[config.mk]
export PLATFORM = sky130hd
export DESIGN_NAME = ps2_scan_controller
export DESIGN_NICKNAME = d
export VERILOG_FILES = /design/src/rtl/ps2_scan_controller.sv
export SDC_FILE = /design/constraint.sdc
export NUM_CORES = 1
export LEC_CHECK = 0
export CORE_ASPECT_RATIO = 1.5
export CORE_MARGIN = 2
export CORE_UTILIZATION = 49
export CTS_BUF_LIST = sky130_fd_sc_hd__clkbuf_8
export CTS_CLUSTER_SIZE = 8
export DETAILED_ROUTE_END_ITERATION = 8
export PLACE_DENSITY = 0.67
export SYNTH_ARGS = -nofsm -noshare
export SYNTH_HDL_FRONTEND = slang
export SYNTH_SLANG_ARGS = --single-unit
[constraint.sdc]
create_clock -name clock -period 7.2 [get_ports clock]
set_input_delay 1.44 -clock clock [delete_from_list [all_inputs] [get_ports clock]]
set_output_delay 1.44 -clock clock [all_outputs]
set_load 0.03 [all_outputs]
[src/rtl/ps2_scan_controller.sv]
// PS/2 keyboard receiver: synchronizes the raw lines, frames 11-bit packets, folds
// E0/F0 prefixes into key events and queues them in a small valid/ready FIFO.
module ps2_scan_controller #(
  parameter int unsigned TIMEOUT_CYCLES = 5000,
  parameter int unsigned FIFO_DEPTH     = 4,
  parameter int unsigned SYNC_STAGES    = 2
) (
  input  logic                         clock,
  input  logic                         reset_n,
  input  logic                         Keyboard_clock,
  input  logic                         Keyboard_Data,
  output logic [7:0]                   key_code,
  output logic                         key_ext,
  output logic                         key_release,
  output logic                         key_valid,
  input  logic                         key_ready,
  output logic                         frame_error,
  output logic                         overflow,
  input  logic                         clear_flags,
  output logic [$clog2(FIFO_DEPTH):0]  fifo_count
);

  localparam int unsigned PW = $clog2(FIFO_DEPTH);
  localparam int unsigned CW = PW + 1;
  localparam int unsigned TW = $clog2(TIMEOUT_CYCLES);

  typedef enum logic [1:0] {ST_IDLE, ST_DATA, ST_PARITY, ST_STOP} state_t;

  logic [SYNC_STAGES-1:0] kclk_sync_q, kdat_sync_q;
  logic                   kclk_prev_q;
  logic                   fe, din;

  state_t        state_q, state_d;
  logic [3:0]    bit_cnt_q, bit_cnt_d;
  logic [7:0]    shift_q, shift_d;
  logic          par_q, par_d;
  logic [TW-1:0] tmo_q, tmo_d;
  logic          byte_valid_q, byte_valid_d;
  logic          frame_error_q, frame_error_d;
  logic          frm_err, kbd_err;

  logic          pend_ext_q, pend_ext_d, pend_brk_q, pend_brk_d;
  logic          push_req, push, pop, full, ovf_set;

  logic [9:0]    mem_q [FIFO_DEPTH];
  logic [PW-1:0] wr_ptr_q, rd_ptr_q;
  logic [CW-1:0] count_q, count_d;
  logic          overflow_q;

  // Lines idle high, so the chain resets to 1 to avoid a spurious falling edge.
  always_ff @(posedge clock) begin
    if (!reset_n) begin
      kclk_sync_q <= '1;
      kdat_sync_q <= '1;
      kclk_prev_q <= 1'b1;
    end else begin
      kclk_sync_q <= {kclk_sync_q[SYNC_STAGES-2:0], Keyboard_clock};
      kdat_sync_q <= {kdat_sync_q[SYNC_STAGES-2:0], Keyboard_Data};
      kclk_prev_q <= kclk_sync_q[SYNC_STAGES-1];
    end
  end

  assign fe  = kclk_prev_q & ~kclk_sync_q[SYNC_STAGES-1];
  assign din = kdat_sync_q[SYNC_STAGES-1];

  always_comb begin
    state_d      = state_q;
    bit_cnt_d    = bit_cnt_q;
    shift_d      = shift_q;
    par_d        = par_q;
    byte_valid_d = 1'b0;
    frm_err      = 1'b0;
    tmo_d        = (state_q == ST_IDLE || fe) ? '0 : tmo_q + TW'(1);
    unique case (state_q)
      ST_IDLE: if (fe && !din) begin
        state_d   = ST_DATA;
        bit_cnt_d = '0;
      end
      ST_DATA: if (fe) begin
        shift_d   = {din, shift_q[7:1]};
        bit_cnt_d = bit_cnt_q + 4'd1;
        if (bit_cnt_q == 4'd7) state_d = ST_PARITY;
      end
      ST_PARITY: if (fe) begin
        par_d   = din;
        state_d = ST_STOP;
      end
      ST_STOP: if (fe) begin
        if (din && (^{shift_q, par_q})) byte_valid_d = 1'b1;
        else                            frm_err      = 1'b1;
        state_d = ST_IDLE;
      end
      default: state_d = ST_IDLE;
    endcase
    // Abort on the edge where the counter would reach TIMEOUT_CYCLES-1.
    if (state_q != ST_IDLE && !fe && tmo_q == TW'(TIMEOUT_CYCLES - 2)) begin
      state_d = ST_IDLE;
      frm_err = 1'b1;
    end
  end

  always_comb begin
    pend_ext_d = pend_ext_q;
    pend_brk_d = pend_brk_q;
    push_req   = 1'b0;
    kbd_err    = 1'b0;
    if (byte_valid_q) begin
      unique case (shift_q)
        8'hE0: pend_ext_d = 1'b1;
        8'hF0: pend_brk_d = 1'b1;
        8'h00, 8'hFF: begin
          kbd_err    = 1'b1;
          pend_ext_d = 1'b0;
          pend_brk_d = 1'b0;
        end
        default: begin
          push_req   = 1'b1;
          pend_ext_d = 1'b0;
          pend_brk_d = 1'b0;
        end
      endcase
    end
    frame_error_d = frm_err | kbd_err;
  end

  assign pop     = (count_q != '0) && key_ready;
  assign full    = (count_q == CW'(FIFO_DEPTH));
  assign push    = push_req && (!full || pop);
  assign ovf_set = push_req && full && !pop;

  always_comb begin
    count_d = count_q;
    unique case ({push, pop})
      2'b10:   count_d = count_q + CW'(1);
      2'b01:   count_d = count_q - CW'(1);
      default: count_d = count_q;
    endcase
  end

  always_ff @(posedge clock) begin
    if (!reset_n) begin
      state_q       <= ST_IDLE;
      bit_cnt_q     <= '0;
      shift_q       <= '0;
      par_q         <= 1'b0;
      tmo_q         <= '0;
      byte_valid_q  <= 1'b0;
      frame_error_q <= 1'b0;
      pend_ext_q    <= 1'b0;
      pend_brk_q    <= 1'b0;
      wr_ptr_q      <= '0;
      rd_ptr_q      <= '0;
      count_q       <= '0;
      overflow_q    <= 1'b0;
      for (int unsigned i = 0; i < FIFO_DEPTH; i++) mem_q[i] <= '0;
    end else begin
      state_q       <= state_d;
      bit_cnt_q     <= bit_cnt_d;
      shift_q       <= shift_d;
      par_q         <= par_d;
      tmo_q         <= tmo_d;
      byte_valid_q  <= byte_valid_d;
      frame_error_q <= frame_error_d;
      pend_ext_q    <= pend_ext_d;
      pend_brk_q    <= pend_brk_d;
      count_q       <= count_d;
      if (push) begin
        mem_q[wr_ptr_q] <= {pend_ext_q, pend_brk_q, shift_q};
        wr_ptr_q        <= wr_ptr_q + PW'(1);
      end
      if (pop) rd_ptr_q <= rd_ptr_q + PW'(1);
      if (ovf_set)          overflow_q <= 1'b1;
      else if (clear_flags) overflow_q <= 1'b0;
    end
  end

  assign key_code    = mem_q[rd_ptr_q][7:0];
  assign key_release = mem_q[rd_ptr_q][8];
  assign key_ext     = mem_q[rd_ptr_q][9];
  assign key_valid   = (count_q != '0);
  assign fifo_count  = count_q;
  assign frame_error = frame_error_q;
  assign overflow    = overflow_q;

endmodule

======== Word level (Yosys, flattened, before mapping) ========
Memories as Yosys holds them, arrays and structs flattened. A register that Yosys moved wholly into a read port is not among the register bits.
Cells that the tools add are included.
storage, ports and cells
  register bits ........................... 45
  latch bits .............................. 0
  memory bits (writable) .................. 40
  ROM bits ................................ 0
  bits of input ports ..................... 6
  output and inout port bits .............. 16
  word-level logic and storage cells ...... 111
  memories ................................ 1
operators by class
  $add $sub $neg .......................... 6
  multiply operators ...................... 0
  divide/modulo/power cells ............... 0
  $lt $le $gt $ge ......................... 0
  equal/unequal tests ..................... 16
  shift-type cells ........................ 0
  multiplexer cells ....................... 32
  bitwise gates (word level) .............. 6
  reduce and logical (&&, ||, !) cells .... 34
memories
  name   depth  bits a word  rd ports  clocked after Yosys merged registers in  write ports  line  source
  mem_q  4      10           1         1                                        4            45    logic [9:0] mem_q [FIFO_DEPTH];
operators with widths
  kind                     number
  $eq A8 B8 Y1 const B     3
  $mux W1                  16
  $mux W2                  8
  $add A13 B1 Y13 const B  1
  $eq A13 B13 Y1 const B   1
  $mux W10                 1
  $reduce_or A10 Y1        1
  $reduce_xor A9 Y1        1
  $logic_and A1 B1 Y1      8
  $logic_not A8 Y1         1
  $mux W4                  2
  $ne A2 B2 Y1 const B     4
  $pmux W2 S4              1
  $pmux W4 S2              1
  $reduce_and A2 Y1        4
  $reduce_bool A2 Y1       4
  $eq A2 B2 Y1 const B     3
  $pmux W3 S2              1
  $reduce_and A3 Y1        2
  $reduce_or A2 Y1         3
  $reduce_and A5 Y1        1
  $add A2 B1 Y2 const B    2
  $add A4 B1 Y4 const B    1
  $eq A2 B1 Y1 const B     2
  other kinds (14)         22

======== Longest topological paths before layout ========
  depth after elaboration ................. 10
  gate-level depth with buffers ........... 9
  gate-level depth less buffers ........... 8

======== Least setup slack after synthesis ========
OpenSTA, ideal clock, no wires.
  path type ............................... in2reg
  from .................................... input port key_ready
  to ...................................... memory mem_q[1][0], enable pin
  library setup time ...................... 0.391 ns
  data arrival time ....................... 2.863 ns
  required time ........................... 6.809 ns
  setup slack ............................. 3.946 ns
  stages on the path ...................... 5
  path buffers ............................ 1
  cell sequence ........................... nand3b_1 > o21ai_4 > buf_6 > or2_2 > o21ai_0
RTL lines
  what         line  source
  from (decl)  16    input logic key_ready,
  to (decl)    45

==> flow_metrics.py <==
metrics = {
    "global_routing": {
        "track_usage_pct": 17.4,
        "grt_max_degree": 28,
        "antenna_found_initial": 0,
        "grt_pass1_wl_mm": 11.7,
        "grt-ovfl-total": 0,
        "first_global_vias": 2509,
    },
    "power_and_ir_drop": {
        "power.density_nw_per_um2": 210,
        "clkPwrFrac_pct": 35.2,
        "irDropWorstVdd_mv": 0.130,
        "leakage_nw": 1.63,
        "power_uw": 920,
        "p_int_uw": 709,
        "p_comb_share_pct": 6.7,
        "p_seq_share_pct": 58.0,
        "p_sw_uw": 211,
        "switching_share_pct": 22.9,
    },
    "outcome": {
        "status": "completed",
    },
    "route": {
        "via_per_inst": 5.21,
        "drt_pass1_iterations": 4,
        "final_antenna_net_count": 0,
        "drtIter0Drc": 129,
        "drc": 0,
        "detail_route.wl_per_cell_um": 14.2,
        "wirelength_mm": 6.75,
        "vias": 2475,
    },
    "final_layout": {
        "instances_no_fill": 475,
        "drive_above_1_share_pct": 9.38,
        "final.fill_count": 686,
        "layout_commonest_cell": "dfxtp_1",
        "final_nets": 382,
        "area.growth.synth_to_final_pct": 12.5,
        "num_antenna_cells": 0,
        "mostFrequentLayoutCells": "dfxtp_1 (47), edfxtp_1 (40), and2_1 (38)",
    },
    "clock_tree": {
        "ctsResizeCount": 0,
        "cts_buffers": 9,
        "cts_setup_buffers": 0,
        "cts_tree": "built",
        "hold_buffers": 0,
        "root_buffer": "clkbuf_8",
        "clkSinkCount": 87,
        "clockBufferDepth": 2,
        "path_clk_slew_ns": 0.08,
        "clock_latency_ns": 0.36,
        "htree_levels": 3,
    },
    "worst_setup_path": {
        "cp_max_fo": 27,
        "cp.arrival_ns": 4.11,
        "worstPathRequired_ns": 7.42,
        "endpoint_kind": "flop",
        "crit_slowest_cell": "nor4_1",
        "critPathLaunchType": "input port",
        "slowest_delay_ns": 1.13,
        "cp_cell_sequence": "clkdlybuf4s50_1 -> buf_4 -> clkinv_1 -> nor4_1 -> and2_1",
        "worstSetupPathType": "in2reg",
    },
    "logic_synthesis": {
        "synth_top_family_by_area": "simple AND/OR/NAND/NOR gates",
        "synth.distinct_cells": 45,
        "yosys-top-cells-area": "edfxtp_1 (31%), dfxtp_1 (24%), and2_1 (6.1%)",
        "yosys.area_share.xor_xnor_pct": 5.07,
        "syn-mean-instance-area_sq_um": 11.2,
        "synth_ff_type": "dfxtp_1",
        "synth_compound_area_share_pct": 4.72,
        "synth_seq_area_share_pct": 54.9,
        "syn_inst": 347,
        "yosys_warnings": 0,
        "ys_ff_latch": 87,
        "synth_simple_gate_area_share_pct": 20.5,
        "synth_top_area_share_pct": 30.8,
        "synth_edf_count": 40,
        "syn_nets": 361,
        "synth.cell_area_sq_um": 3900,
        "async_flop_share_pct": 0,
        "synth_fa_ha_area_share_pct": 2.76,
        "yosys-mux-area-fraction_pct": 8.89,
        "synth_top_cell_by_area": "edfxtp_1",
    },
    "floorplanning": {
        "die_w_um": 76.8,
        "floorplan.initialDensity_pct": 50.9,
        "die_h_um": 113,
        "die_area_sq_um": 8700,
        "rows": 39,
        "core_sq_um": 7660,
        "pin_count": 22,
    },
    "placement": {
        "gp_congestion": 0.747,
        "dp.cells": 459,
        "hpwl_mm": 4.88,
        "port_buffers": 21,
        "dp_worst_setup_slack_ns": 2.90,
    },
    "timing": {
        "setup_viol": 0,
        "fmax_mhz": 257,
        "whs_ns": 0.412,
        "hold_viol": 0,
        "final_max_slew_viol_count": 0,
        "rsz0062_at_grt": "no",
        "fin_tns_setup_ns": 0,
        "min_period_ns": 3.89,
        "finClkSkew_ns": 0.00475,
        "fin_crit_sh_pct": 54.0,
        "relSlewSlack_pct": 25.5,
        "tightest_slew_ns": 1.11,
        "setup_slack_ns": 3.31,
    },
    "job": {
        "maxCapViolCount": 0,
    },
    "min_path": {
        "hold_path.class": "reg2reg",
    },
}
==> worst max-delay path, delay by kind of cell <==
family | cells | cell delay [ns]
and+or+nand+nor | 2 | 1.37
buffers and inverters | 3 | 1.30
==> stage by stage <==
step                area, sq um  util, %
global route               4390     57.3
detailed placement         4200     54.8
floorplan                  3900        -
global placement           4200     54.8
finish                     4390     57.3
CTS                        4390     57.3
==> power by group through the flow <==
stage | sequential (mW) | combinational (mW) | clock, mW
6_report | 0.534 | 0.0621 | 0.324
5_1_grt | 0.536 | 0.0694 | 0.350
4_1_cts | 0.534 | 0.0628 | 0.333
3_5_place_dp | 0.546 | 0.0627 | 0
3_3_place_gp | 0.545 | 0.0609 | 0
2_1_floorplan | 0.543 | 0.0453 | 0
==> cells in the mapped netlist (2+ instances only) <==
cell       instances
dfxtp_1           47
nor2_1            37
nand3_1           11
mux4_2            10
xor2_1             9
inv_1             11
mux2i_1           11
o31ai_1            2
nand2_1           24
edfxtp_1          40
a21o_1             2
buf_6              2
nand4_1            3
clkbuf_1          11
nand4bb_1          2
nand2b_1          11
ha_1               7
nor4_1             4
buf_2              2
xnor2_1           11
or3_1              2
o211a_1            2
nor3_1             7
o21ai_0            9
and2_1            38
and3_1             4
a21oi_1           10
==> logic make-up after synthesis <==
logic type,after synthesis
AOI/OAI and AO/OA,29
xor gates and xnor gates,21
adders and majority gates,8
buffers and inverters,28
DFF,87
muxes,22
and+or+nand+nor,152
==> per-layer routing <==
layer / share of wire, % / up-vias / track usage (%)
met5: 0 / - / 0
met4: 3.5 / 0 / 10.5
met3: 2.5 / 19 / 3.19
met2: 55 / 38 / 31.6
met1: 39 / 1172 / 18.5
li1: - / 1246 / -
==> sequential cells by signal, indices dropped and copies added (netlist names), 2 cells and up, named ones only <==
register     flops
bit_cnt_q        4
fifo_count       3
kdat_sync_q      2
state_q          2
wr_ptr_q         2
rd_ptr_q         2
shift_q          8
tmo_q           13
kclk_sync_q      2
mem_q           40
==> area by class of cell <==
class                      count  area [sq um]  share of cell area [%]
timing repair buffer          26           248                    5.65
sequential                    87          2140                    48.8
multi-input combinational    232          1640                    37.3
clock inverter                 7          65.1                    1.48
inverter                      12          45.0                    1.03
clock buffer                   9           124                    2.82
tap                          102           128                    2.91
==> final timing paths <==
| path | startpoint | to | slack [ns] | depth (start not counted) |
|---|---|---|---|---|
| max | reset_n | mem_q[0][6]$_SDFFCE_PN0P_ | 3.31 | 5 |
| min | kdat_sync_q[0]$_SDFF_PN1_ | kdat_sync_q[1]$_SDFF_PN1_ | 0.41 | 1 |
| max reg2reg | shift_q[0]$_SDFFE_PN0P_ | fifo_count[2]$_SDFFE_PN0P_ | 4.70 | 7 |
| min reg2reg | kdat_sync_q[0]$_SDFF_PN1_ | kdat_sync_q[1]$_SDFF_PN1_ | 0.41 | 1 |
No activity file was read; power rests on OpenSTA's default activity.
